--- config.mk ---
export PLATFORM = sky130hd
export DESIGN_NAME = mem_port_arbiter
export DESIGN_NICKNAME = d
export VERILOG_FILES = /design/src/rtl/cpu_mem_pkg.sv /design/src/rtl/mem_arb_starve_cnt.sv /design/src/rtl/mem_port_arbiter.sv
export SDC_FILE = /design/constraint.sdc
export NUM_CORES = 1
export LEC_CHECK = 0
export ABC_AREA = 1
export CELL_PAD_IN_SITES_DETAIL_PLACEMENT = 1
export CELL_PAD_IN_SITES_GLOBAL_PLACEMENT = 1
export CORE_MARGIN = 5
export CORE_UTILIZATION = 12
export CTS_CLUSTER_SIZE = 10
export DETAILED_ROUTE_END_ITERATION = 7
export GPL_TIMING_DRIVEN = 0
export PLACE_DENSITY_LB_ADDON = 0.1
export SLEW_MARGIN = 20
export SYNTH_ARGS = -nofsm -noshare
export SYNTH_HDL_FRONTEND = slang
export SYNTH_SLANG_ARGS = --single-unit
--- constraint.sdc ---
create_clock -name clk -period 2.9 [get_ports clk]
set_input_delay 0.29 -clock clk [delete_from_list [all_inputs] [get_ports clk]]
set_output_delay 0.29 -clock clk [all_outputs]
set_load 0.005 [all_outputs]
--- src/rtl/cpu_mem_pkg.sv ---
// cpu_mem_pkg: shared types and defaults for the CPU memory-port arbiter.
// Holds the arbiter state and owner enums, the default bus widths and the
// grant-selection helper used by mem_port_arbiter.
package cpu_mem_pkg;

  localparam int ADDR_W_DEF = 16;
  localparam int DATA_W_DEF = 16;

  typedef enum logic [1:0] {
    IDLE   = 2'd0,
    RD_I   = 2'd1,
    RD_D   = 2'd2,
    WR_REC = 2'd3
  } arb_state_t;

  typedef enum logic [1:0] {
    OWN_NONE = 2'd0,
    OWN_I    = 2'd1,
    OWN_D    = 2'd2
  } owner_t;

  // Data normally wins; fetch wins only when it is promoted or data is idle.
  function automatic owner_t pick_owner(input logic fetch_req,
                                        input logic data_req,
                                        input logic fetch_first);
    if (fetch_req && (fetch_first || !data_req)) begin
      return OWN_I;
    end else if (data_req) begin
      return OWN_D;
    end else begin
      return OWN_NONE;
    end
  endfunction

endpackage

--- src/rtl/mem_arb_starve_cnt.sv ---
// mem_arb_starve_cnt: counts consecutive cycles a fetch request is denied,
// saturating at MAX_WAIT. promote is high while the count sits at MAX_WAIT.
// Only instantiated when MEM_ARB_STARVE_GUARD_EN is defined.
module mem_arb_starve_cnt #(
  parameter int MAX_WAIT = 4
) (
  input  logic clk,
  input  logic reset_n,
  input  logic req,
  input  logic gnt,
  output logic promote
);

  localparam int CNT_W = (MAX_WAIT < 1) ? 1 : $clog2(MAX_WAIT + 1);
  localparam logic [CNT_W-1:0] CNT_MAX = CNT_W'(MAX_WAIT);

  logic [CNT_W-1:0] cnt_q;
  logic [CNT_W-1:0] cnt_d;

  // Clear on grant or withdrawn request, otherwise count up and saturate.
  always_comb begin
    cnt_d = cnt_q;
    if (!req || gnt) begin
      cnt_d = '0;
    end else if (cnt_q != CNT_MAX) begin
      cnt_d = cnt_q + 1'b1;
    end
  end

  // Wait-count register.
  always_ff @(posedge clk or negedge reset_n) begin
    if (!reset_n) begin
      cnt_q <= '0;
    end else begin
      cnt_q <= cnt_d;
    end
  end

  assign promote = (cnt_q == CNT_MAX);

endmodule

--- src/rtl/mem_port_arbiter.sv ---
// mem_port_arbiter: shares the single synchronous memory port between the
// fetch requester and the load/store requester. One access per cycle, read
// data routed to its owner one cycle after the grant, one idle bubble after
// every store. Define MEM_ARB_STARVE_GUARD_EN to promote fetch after
// MAX_WAIT consecutive denied cycles; otherwise data has strict priority.
module mem_port_arbiter
  import cpu_mem_pkg::*;
#(
  parameter int ADDR_W   = ADDR_W_DEF,
  parameter int DATA_W   = DATA_W_DEF,
  parameter int MAX_WAIT = 4
) (
  input  logic              clk,
  input  logic              reset_n,
  input  logic              i_req,
  input  logic [ADDR_W-1:0] i_addr,
  output logic              i_gnt,
  output logic              i_rvalid,
  output logic [DATA_W-1:0] i_rdata,
  input  logic              d_req,
  input  logic              d_we,
  input  logic [ADDR_W-1:0] d_addr,
  input  logic [DATA_W-1:0] d_wdata,
  output logic              d_gnt,
  output logic              d_rvalid,
  output logic [DATA_W-1:0] d_rdata,
  output logic [ADDR_W-1:0] mem_addr,
  output logic [DATA_W-1:0] mem_wdata,
  output logic              mem_we,
  input  logic [DATA_W-1:0] mem_rdata,
  output logic              busy
);

  arb_state_t state_q;
  arb_state_t state_d;
  owner_t     owner;
  logic       promote;

`ifdef MEM_ARB_STARVE_GUARD_EN
  mem_arb_starve_cnt #(
    .MAX_WAIT (MAX_WAIT)
  ) u_starve_cnt (
    .clk     (clk),
    .reset_n (reset_n),
    .req     (i_req),
    .gnt     (i_gnt),
    .promote (promote)
  );
`else
  assign promote = 1'b0;
`endif

  // Read data is always forwarded; rvalid qualifies it.
  assign i_rdata = mem_rdata;
  assign d_rdata = mem_rdata;

  // Arbitration, memory-port drive and next state; all outputs forced low in reset.
  always_comb begin
    state_d   = IDLE;
    owner     = OWN_NONE;
    i_gnt     = 1'b0;
    d_gnt     = 1'b0;
    i_rvalid  = 1'b0;
    d_rvalid  = 1'b0;
    busy      = 1'b0;
    mem_addr  = '0;
    mem_wdata = '0;
    mem_we    = 1'b0;
    if (reset_n) begin
      i_rvalid = (state_q == RD_I);
      d_rvalid = (state_q == RD_D);
      busy     = (state_q != IDLE);
      // The store recovery bubble blocks all grants.
      if (state_q != WR_REC) begin
        owner = pick_owner(i_req, d_req, promote);
      end
      case (owner)
        OWN_I: begin
          i_gnt    = 1'b1;
          mem_addr = i_addr;
          state_d  = RD_I;
        end
        OWN_D: begin
          d_gnt     = 1'b1;
          mem_addr  = d_addr;
          mem_wdata = d_wdata;
          mem_we    = d_we;
          state_d   = d_we ? WR_REC : RD_D;
        end
        default: begin
          state_d = IDLE;
        end
      endcase
    end
  end

  // State register; reset drops any read still in flight.
  always_ff @(posedge clk or negedge reset_n) begin
    if (!reset_n) begin
      state_q <= IDLE;
    end else begin
      state_q <= state_d;
    end
  end

endmodule

==> results by group, run 1 <==
Global route
  – Tot GR Track Use: 0.0892
  – Initial antenna violation count: 0
  – First-pass GRT wire length: 6200 um
  – Number of global-route vias before repair: 1238
  – GRT overflow: 0
  – Largest net degree at the start of global routing: 11

Timing
  – RSZ-0062 raised after global routing: false
  – Layout Skew: 0.00156 ns
  – Post-layout minimum cycle time: 2.56 ns
  – Final hold vios: 0
  – F_max: 391 MHz
  – Max Slew Vio Count: 0
  – Final setup TNS: 0 ns
  – WHS: 0.329 ns
  – Slew @ Worst Pin: 0.280 ns
  – # setup viols final: 0
  – Period Utilization, post-route: 0.882
  – Headroom to the max-slew limit: 0.813

Clock tree
  – CTS clk-pin slew, worst paths: 0.03 ns
  – CTS tree: built
  – H-tree depth: 1
  – CTS buffer count: 3
  – CTS Sinks: 2
  – Hold_buf cts: 0
  – Post_cts resized: 0
  – Clock Tree Buf Depth: 2
  – CTS Root Cell: clkbuf_8
  – Clk Latency, worst-skew pair: 0.21 ns
  – Setup bufs post-CTS: 0

Placed design
  – Dpl hpwl: 3530 um
  – Placed cell area: 0.00211 sq mm
  – Port bufs: 122
  – Placer Congestion: 0.660

Floorplan
  – Die height: 91.1 um
  – Full die area: 0.00829 sq mm
  – Starting Density: 0.123
  – Core box area: 0.00639 sq mm
  – Row count: 29
  – Ports: 139
  – Die width: 91.1 um

Finish
  – Largest register FFs: 2
  – Diodes inserted: 0
  – Layout cells sized above 1: 0.159
  – Largest Register: state_q
  – Cell area after layout: 0.00215 sq mm
  – Fill cells: 787
  – Final core occ: 0.336
  – NumNets Final: 344
  – Area Growth Syn to Fin: 172%
  – Largest registers in the final layout: state_q x2

Power and ir drop
  – Pwr Total: 391 uW
  – Leak: 0.000966 uW
  – Worst vdd ir: 0.140 mV
  – PD cells: 182 mW/mm^2

Route
  – Routed len/inst: 11.8 um
  – DRT Pass-1 Iters: 3
  – Total wire length: 4110 um
  – Final ANT Viol Nets: 0
  – Vias/cell: 3.57
  – Via count: 1242
  – DRC Markers: 0
  – Initial DRC count: 9

Flow run
  – Max_cap viols: 0

Min path
  – Hold/Removal Path Class: input port to asynchronous set/reset pin

Setup path
  – Crit. Startpoint: d_req
  – Top cell by count, worst path: inv_1
  – CP delay by family, top: buffers and inverters
  – Reg-to-reg critical path startpoint: state_q[0]
  – Crit Path Class: input port to output pin
  – Crit path launch type: input port
  – Buffers & Inverters on Critical Path: 6
  – CP Cell Sequence: clkdlybuf4s50_1 > inv_1 > nand3_1 > inv_1 > ha_1 > inv_1 > nand2_2 > buf_6 > a21oi_1 > clkdlybuf4s50_1
  – Worst Path Required: 2.61 ns
  – Slowest stage delay, CP: 0.53 ns
  – Max Fanout on Critical Path: 10
  – Crit. End Element: output pin
  – Crit path arrival time: 2.27 ns
  – Crit-path slowest cell: clkdlybuf4s50_1

Status
  – Status: completed

Yosys
  – Post-synthesis cell count: 146
  – Synth Register Bits: 2
  – Post-synthesis sequential area ratio: 0.0635
  – Syn. warnings: 0
  – Post-synthesis cell type count: 11
  – Post-Syn Area: 788 sq um
  – Syn nets: 217
  – Syn avg cell area: 5.40 sq um
## cell type report
| class | instances | area (sq um) | area share |
|---|---|---|---|
| sequential | 2 | 50.0 | 0.0233 |
| multi-input combinational | 80 | 348 | 0.162 |
| inverter | 26 | 97.6 | 0.0455 |
| tap | 77 | 96.3 | 0.0449 |
| clock buffer | 3 | 41.3 | 0.0192 |
| timing repair buffer | 122 | 1220 | 0.569 |
| buffer | 38 | 293 | 0.136 |
## path summary, 6_finish.rpt
| check | endpoint | slack, ns | cells after the start |
|---|---|---|---|
| max in group asynchronous | state_q[1] | 2.35 | 1 |
| min in group clk | state_q[0] | 0.74 | 5 |
| max | mem_addr[5] | 0.34 | 10 |
| min reg2reg | state_q[0] | 0.81 | 6 |
| min | state_q[0] | 0.33 | 1 |
| max reg2reg | state_q[1] | 1.46 | 7 |
## cells in the final DEF (no fill, tap or decap)
cell             count
a21oi_1             17
buf_4               36
buf_6                2
clkbuf_8             3
clkdlybuf4s50_1    122
dfrtp_1              2
ha_1                 2
inv_1               26
nand2_1             38
nand2_2              2
nand3_1              1
nor2_1              18
nor3_1               2
## cell families after synthesis
| family | synth area share |
|---|---|
| adder cells (fa/ha/maj) | 0.0317 |
| AO/OA/AOI/OAI | 0.108 |
| flip-flops | 0.0635 |
| AND/OR/NAND/NOR | 0.302 |
| buffers and inverters | 0.495 |
## cells in the mapped netlist (all sizes together)
master | count | area share
dfrtp | 2 | 0.063
a21oi | 17 | 0.11
inv | 26 | 0.12
nor3 | 2 | 0.013
buf | 38 | 0.37
nand2 | 40 | 0.20
nand3 | 1 | 0.0063
ha | 2 | 0.032
nor2 | 18 | 0.086
## power by group
part	switching, uW	leakage (uW)	internal [uW]
clock network	20.3	0.0000216	87.6
logic	75.9	0.000917	177
registers	1.02	0.0000269	29.5
total	97.3	0.000966	294
## through the flow
step | std cells | setup WS (ns)
after global routing | 348 | 0.159
after CTS | 348 | 0.305
after floorplan | 146 | 1.37
after global placement | 345 | 0.319
final | 348 | 0.341
after detailed placement | 345 | 0.311
## per-layer routing
metal	vias up	track usage	routed length [um]
met5	-	0	0
met4	0	0.00733	0
met3	0	0.0521	586
met2	83	0.147	1820
met1	514	0.104	1710
li1	645	-	-
(Power assumes the default switching activity.)
==> inputs of run 2 (changes only) <==
Settings changed: RECOVER_POWER from default to 25.
==> results by group, run 2 (synthesis results as in run 1) <==
Finish
  – Largest Register: state_q
  – Diodes inserted: 0
  – Area Growth Syn to Fin: 172%
  – Largest registers in the final layout: state_q x2
  – Fill cells: 787
  – Commonest non-fill, non-tap cell in the layout: clkdlybuf4s50_1
  – Final core occ: 0.336
  – NumNets Final: 344
  – Layout cells sized above 1: 0.159
  – Cell Count, Final, Fillers Out: 348
  – Most frequent cells in the layout: clkdlybuf4s50_1 (105), nand2_1 (38), buf_4 (36), inv_1 (26), nor2_1 (18)
  – Largest register FFs: 2
  – Cell area after layout: 0.00215 sq mm

Power and ir drop
  – PD cells: 180 mW/mm^2
  – Sw Pwr: 96.7 uW
  – Clock power share: 0.279
  – Worst vdd ir: 0.140 mV
  – Net Sw Frac: 0.251
  – Sequential power share: 0.079
  – Combinational Power Share: 0.641
  – Leak: 0.000970 uW
  – Cell internal pwr: 289 uW

Route
  – DRT Pass-1 Iters: 3
  – Via count: 1244
  – Vias/cell: 3.57
  – Final ANT Viol Nets: 0
  – Initial DRC count: 9
  – DRC Markers: 0
  – Total wire length: 4110 um
  – Routed len/inst: 11.8 um

Setup path
  – Reg-to-reg critical path startpoint: state_q[0]
  – FF-to-FF setup slack: 1.46 ns
  – Max Fanout on Critical Path: 10
  – Crit path launch type: input port
  – R2r endpoint: state_q[1]
  – Crit. End Element: output pin
  – Crit Path Class: input port to output pin
  – R2R depth: 7
  – Crit path arrival time: 2.27 ns
  – Worst Path Required: 2.61 ns

Flow run
  – Max_cap viols: 0

Placed design
  – Post-Place Cells: 345
  – Placer Congestion: 0.660
  – Placed cell area: 0.00211 sq mm
  – Port bufs: 122
  – Dpl hpwl: 3530 um

Global route
  – First-pass GRT wire length: 6200 um
  – GRT overflow: 0
  – Initial antenna violation count: 0
  – Tot GR Track Use: 0.0892
  – Number of global-route vias before repair: 1238
  – Largest net degree at the start of global routing: 11

Floorplan
  – Die width: 91.1 um
  – Ports: 139
  – Die height: 91.1 um
  – Row count: 29
  – Full die area: 0.00829 sq mm
  – Starting Density: 0.123
  – Core box area: 0.00639 sq mm

Clock tree
  – Post_cts resized: 0
  – Clk Latency, worst-skew pair: 0.21 ns
  – CTS Root Cell: clkbuf_8
  – CTS buffer count: 3
  – Hold_buf cts: 0
  – H-tree depth: 1
  – Setup bufs post-CTS: 0
  – CTS clk-pin slew, worst paths: 0.03 ns
  – Clock Tree Buf Depth: 2
  – CTS tree: built
  – CTS Sinks: 2

Timing
  – Post-layout minimum cycle time: 2.56 ns
  – F_max: 391 MHz
  – Layout Skew: 0.00156 ns
  – # setup viols final: 0
  – Slew @ Worst Pin: 0.285 ns
  – Final setup TNS: 0 ns
  – Headroom to the max-slew limit: 0.810
  – Final hold vios: 0
  – Max Slew Vio Count: 0
  – Period Utilization, post-route: 0.882
  – RSZ-0062 raised after global routing: false

Min path
  – Hold/Removal Path Class: input port to asynchronous set/reset pin

Status
  – Status: completed
==> run 2: changes by cell type in the layout (fill, tap and decap cells not counted) <==
cell and change:
dlygate4sd3_1 +17, clkdlybuf4s50_1 -17
==> run 2: worst max-delay path, stage by stage <==
cell and delay (ns):
clkdlybuf4s50_1 0.48, inv_1 0.04, nand3_1 0.09, inv_1 0.05
ha_1 0.28, inv_1 0.08, nand2_2 0.12, buf_6 0.18
a21oi_1 0.12, clkdlybuf4s50_1 0.53
==> run 2: layer usage <==
metal	wire, um	track usage	vias up
met1	1700	0.104	516
met5	0	0	-
met3	586	0.0521	0
li1	-	-	645
met2	1820	0.147	83
met4	0	0.00733	0
==> run 2: area by class of cell <==
class,instances,area (sq um),share of cell area
Tap cell,77,96.3,0.0449
Buffer,38,293,0.136
Timing Repair Buffer,122,1220,0.569
Multi-Input combinational cell,80,348,0.162
Clock buffer,3,41.3,0.0192
Sequential cell,2,50.0,0.0233
Inverter,26,97.6,0.0455
==> run 2: worst max path at each step <==
stage / slack (ns) / from / cells after the start / endpoint
2_1_floorplan: 1.37 / state_q[0] / 8 / mem_addr[10]
3_3_place_gp: 0.32 / d_req / 10 / mem_addr[9]
3_5_place_dp: 0.31 / d_req / 10 / mem_addr[5]
4_1_cts: 0.31 / d_req / 10 / mem_addr[5]
5_1_grt: 0.16 / d_req / 10 / mem_addr[6]
6_report: 0.34 / d_req / 10 / mem_addr[5]
==> run 2: power by group through the flow <==
stage / Combinational, uW / Clock (uW) / Sequential, uW
global route: 270 / 118 / 30.7
floorplan: 87.2 / 0 / 30.5
global placement: 256 / 0 / 30.8
finish: 248 / 108 / 30.5
CTS: 259 / 111 / 30.5
detailed placement: 257 / 0 / 30.8
==> run 2: stage by stage <==
step	power (uW)	hold slack (ns)	setup slack [ns]
3_3_place_gp	287	0.548	0.319
3_5_place_dp	287	0.553	0.311
6_report	386	0.400	0.341
2_1_floorplan	118	-0.00559	1.37
5_1_grt	419	0.413	0.159
4_1_cts	400	0.333	0.305
==> inputs of run 3 (changes only) <==
==> constraint.sdc (replaced) <==
create_clock -name clk -period 2.9 [get_ports clk]
set_input_delay 0.87 -clock clk [delete_from_list [all_inputs] [get_ports clk]]
set_output_delay 0.87 -clock clk [all_outputs]
set_load 0.005 [all_outputs]
==> results by group, run 3 (synthesis results as in run 1) <==
Global route
  – Tot GR Track Use: 0.0942
  – First-pass GRT wire length: 6530 um
  – Initial antenna violation count: 0
  – GRT overflow: 0
  – Largest net degree at the start of global routing: 11
  – Number of global-route vias before repair: 1329

Clock tree
  – CTS tree: built
  – H-tree depth: 1
  – Clock Tree Buf Depth: 2
  – CTS Root Cell: clkbuf_8
  – Clk Latency, worst-skew pair: 0.21 ns
  – CTS buffer count: 3
  – CTS Sinks: 2
  – CTS clk-pin slew, worst paths: 0.03 ns

Timing
  – Layout Skew: 0.00152 ns
  – F_max: 354 MHz
  – Max Slew Vio Count: 0
  – Period Utilization, post-route: 0.973
  – Post-layout minimum cycle time: 2.82 ns
  – RSZ-0062 raised after global routing: false
  – Headroom to the max-slew limit: 0.870
  – Final hold vios: 0
  – Slew @ Worst Pin: 0.194 ns
  – Final setup TNS: 0 ns
  – # setup viols final: 0

Route
  – Total wire length: 4310 um
  – Final ANT Viol Nets: 0
  – DRT Pass-1 Iters: 4
  – DRC Markers: 0
  – Via count: 1298
  – Initial DRC count: 9
  – Vias/cell: 3.66
  – Routed len/inst: 12.1 um

Finish
  – NumNets Final: 351
  – Diodes inserted: 0
  – Fill cells: 799
  – Area Growth Syn to Fin: 186%
  – Largest registers in the final layout: state_q x2
  – Largest register FFs: 2
  – Largest Register: state_q
  – Cell Count, Final, Fillers Out: 355
  – Final core occ: 0.353
  – Commonest non-fill, non-tap cell in the layout: clkdlybuf4s50_1
  – Layout cells sized above 1: 0.317
  – Most frequent cells in the layout: clkdlybuf4s50_1 (71), nand2_1 (37), buf_4 (35), inv_1 (23), buf_2 (21)

Power and ir drop
  – Leak: 0.00113 uW
  – PD cells: 185 mW/mm^2
  – Worst vdd ir: 0.143 mV
  – Pwr Total: 416 uW

Floorplan
  – Core box area: 0.00639 sq mm
  – Starting Density: 0.123
  – Die width: 91.1 um
  – Row count: 29
  – Die height: 91.1 um
  – Ports: 139
  – Full die area: 0.00829 sq mm

Placed design
  – Placer Congestion: 0.660
  – Post-Place Cells: 345
  – Port bufs: 122
  – Dpl hpwl: 3530 um

Setup path
  – Crit. End Element: output pin
  – Crit path arrival time: 1.95 ns
  – Reg-to-reg critical path startpoint: state_q[0]
  – R2r endpoint: state_q[0]
  – R2R depth: 9
  – Crit path launch type: input port
  – Crit Path Class: input port to output pin
  – Worst Path Required: 2.03 ns
  – FF-to-FF setup slack: 1.59 ns
  – Max Fanout on Critical Path: 5

Flow run
  – Max_cap viols: 0

Min path
  – Hold/Removal Path Class: input port to asynchronous set/reset pin

Status
  – Status: completed
==> run 3: cell count changes in the layout (fill, tap and decap cells not counted), moves of 9 or more <==
cell             previous run  this run
a21oi_1                    17         8
a21oi_2                     0         9
buf_2                       0        21
clkdlybuf4s50_1           105        71
dlygate4sd2_1               0        13
==> run 3: worst max-delay path by stage <==
stage	startpoint	end	slack [ns]	cells after the start
floorplan	d_req	mem_addr[10]	0.30	8
global placement	d_req	mem_addr[9]	-0.84	10
detailed placement	d_req	mem_addr[5]	-0.85	10
CTS	i_req	mem_addr[2]	0.004	9
global route	i_req	mem_addr[11]	0.007	9
finish	i_req	mem_addr[8]	0.08	9
==> run 3: power breakdown <==
group          switching [uW]  leakage (uW)  total (uW)  internal, uW
Combinational            91.7       0.00108         278           186
Clock                    20.3     0.0000216         108          87.6
Sequential              0.998     0.0000269        30.5          29.5
Total                     113       0.00113         416           303
==> run 3: routing by layer <==
layer / wire length (um) / vias to the layer above / part of all wire / GRT usage
met4: 0 / 0 / 0 / 0.00733
met2: 1970 / 83 / 0.46 / 0.159
met3: 575 / 0 / 0.13 / 0.0537
li1: - / 659 / - / -
met5: 0 / - / 0 / 0
met1: 1770 / 556 / 0.41 / 0.108
==> run 3: per-stage QoR <==
step                      cell area [sq um]  hold slack (ns)  setup slack, ns
after floorplan                         788            0.574            0.302
after global placement                 2110            0.831           -0.841
after detailed placement               2110            0.820           -0.849
after CTS                              2240            0.494          0.00360
after global routing                   2250            0.489          0.00662
final                                  2250            0.498           0.0774
==> run 3: timing repair <==
| item | CTS | global route |
|---|---|---|
| buffers inserted | 8 | 0 |
| endpoints found under the setup margin | 38 | 34 |
| endpoints found under the hold margin | 0 | 0 |
| pin swaps | 2 | 5 |
| hold buffers | 0 | 0 |
| resized for setup | 131 | 13 |
| cloned | 2 | 0 |
==> run 3: area by class of cell <==
type / instances / area [sq um] / area share
repair buffers: 132 / 1240 / 0.552
flip-flops and latches: 2 / 50.0 / 0.0222
plain buffers: 35 / 282 / 0.125
well taps: 77 / 96.3 / 0.0427
clock buffers: 3 / 41.3 / 0.0183
inverters: 26 / 100 / 0.0444
multi-input cells: 80 / 442 / 0.196
==> run 3: critical path, cell delays in order <==
cell	delay, ns
clkdlybuf4s15_1	0.18
nand3_2	0.11
inv_2	0.08
ha_4	0.20
inv_4	0.07
nand2_8	0.07
buf_8	0.14
a21oi_1	0.11
buf_2	0.13
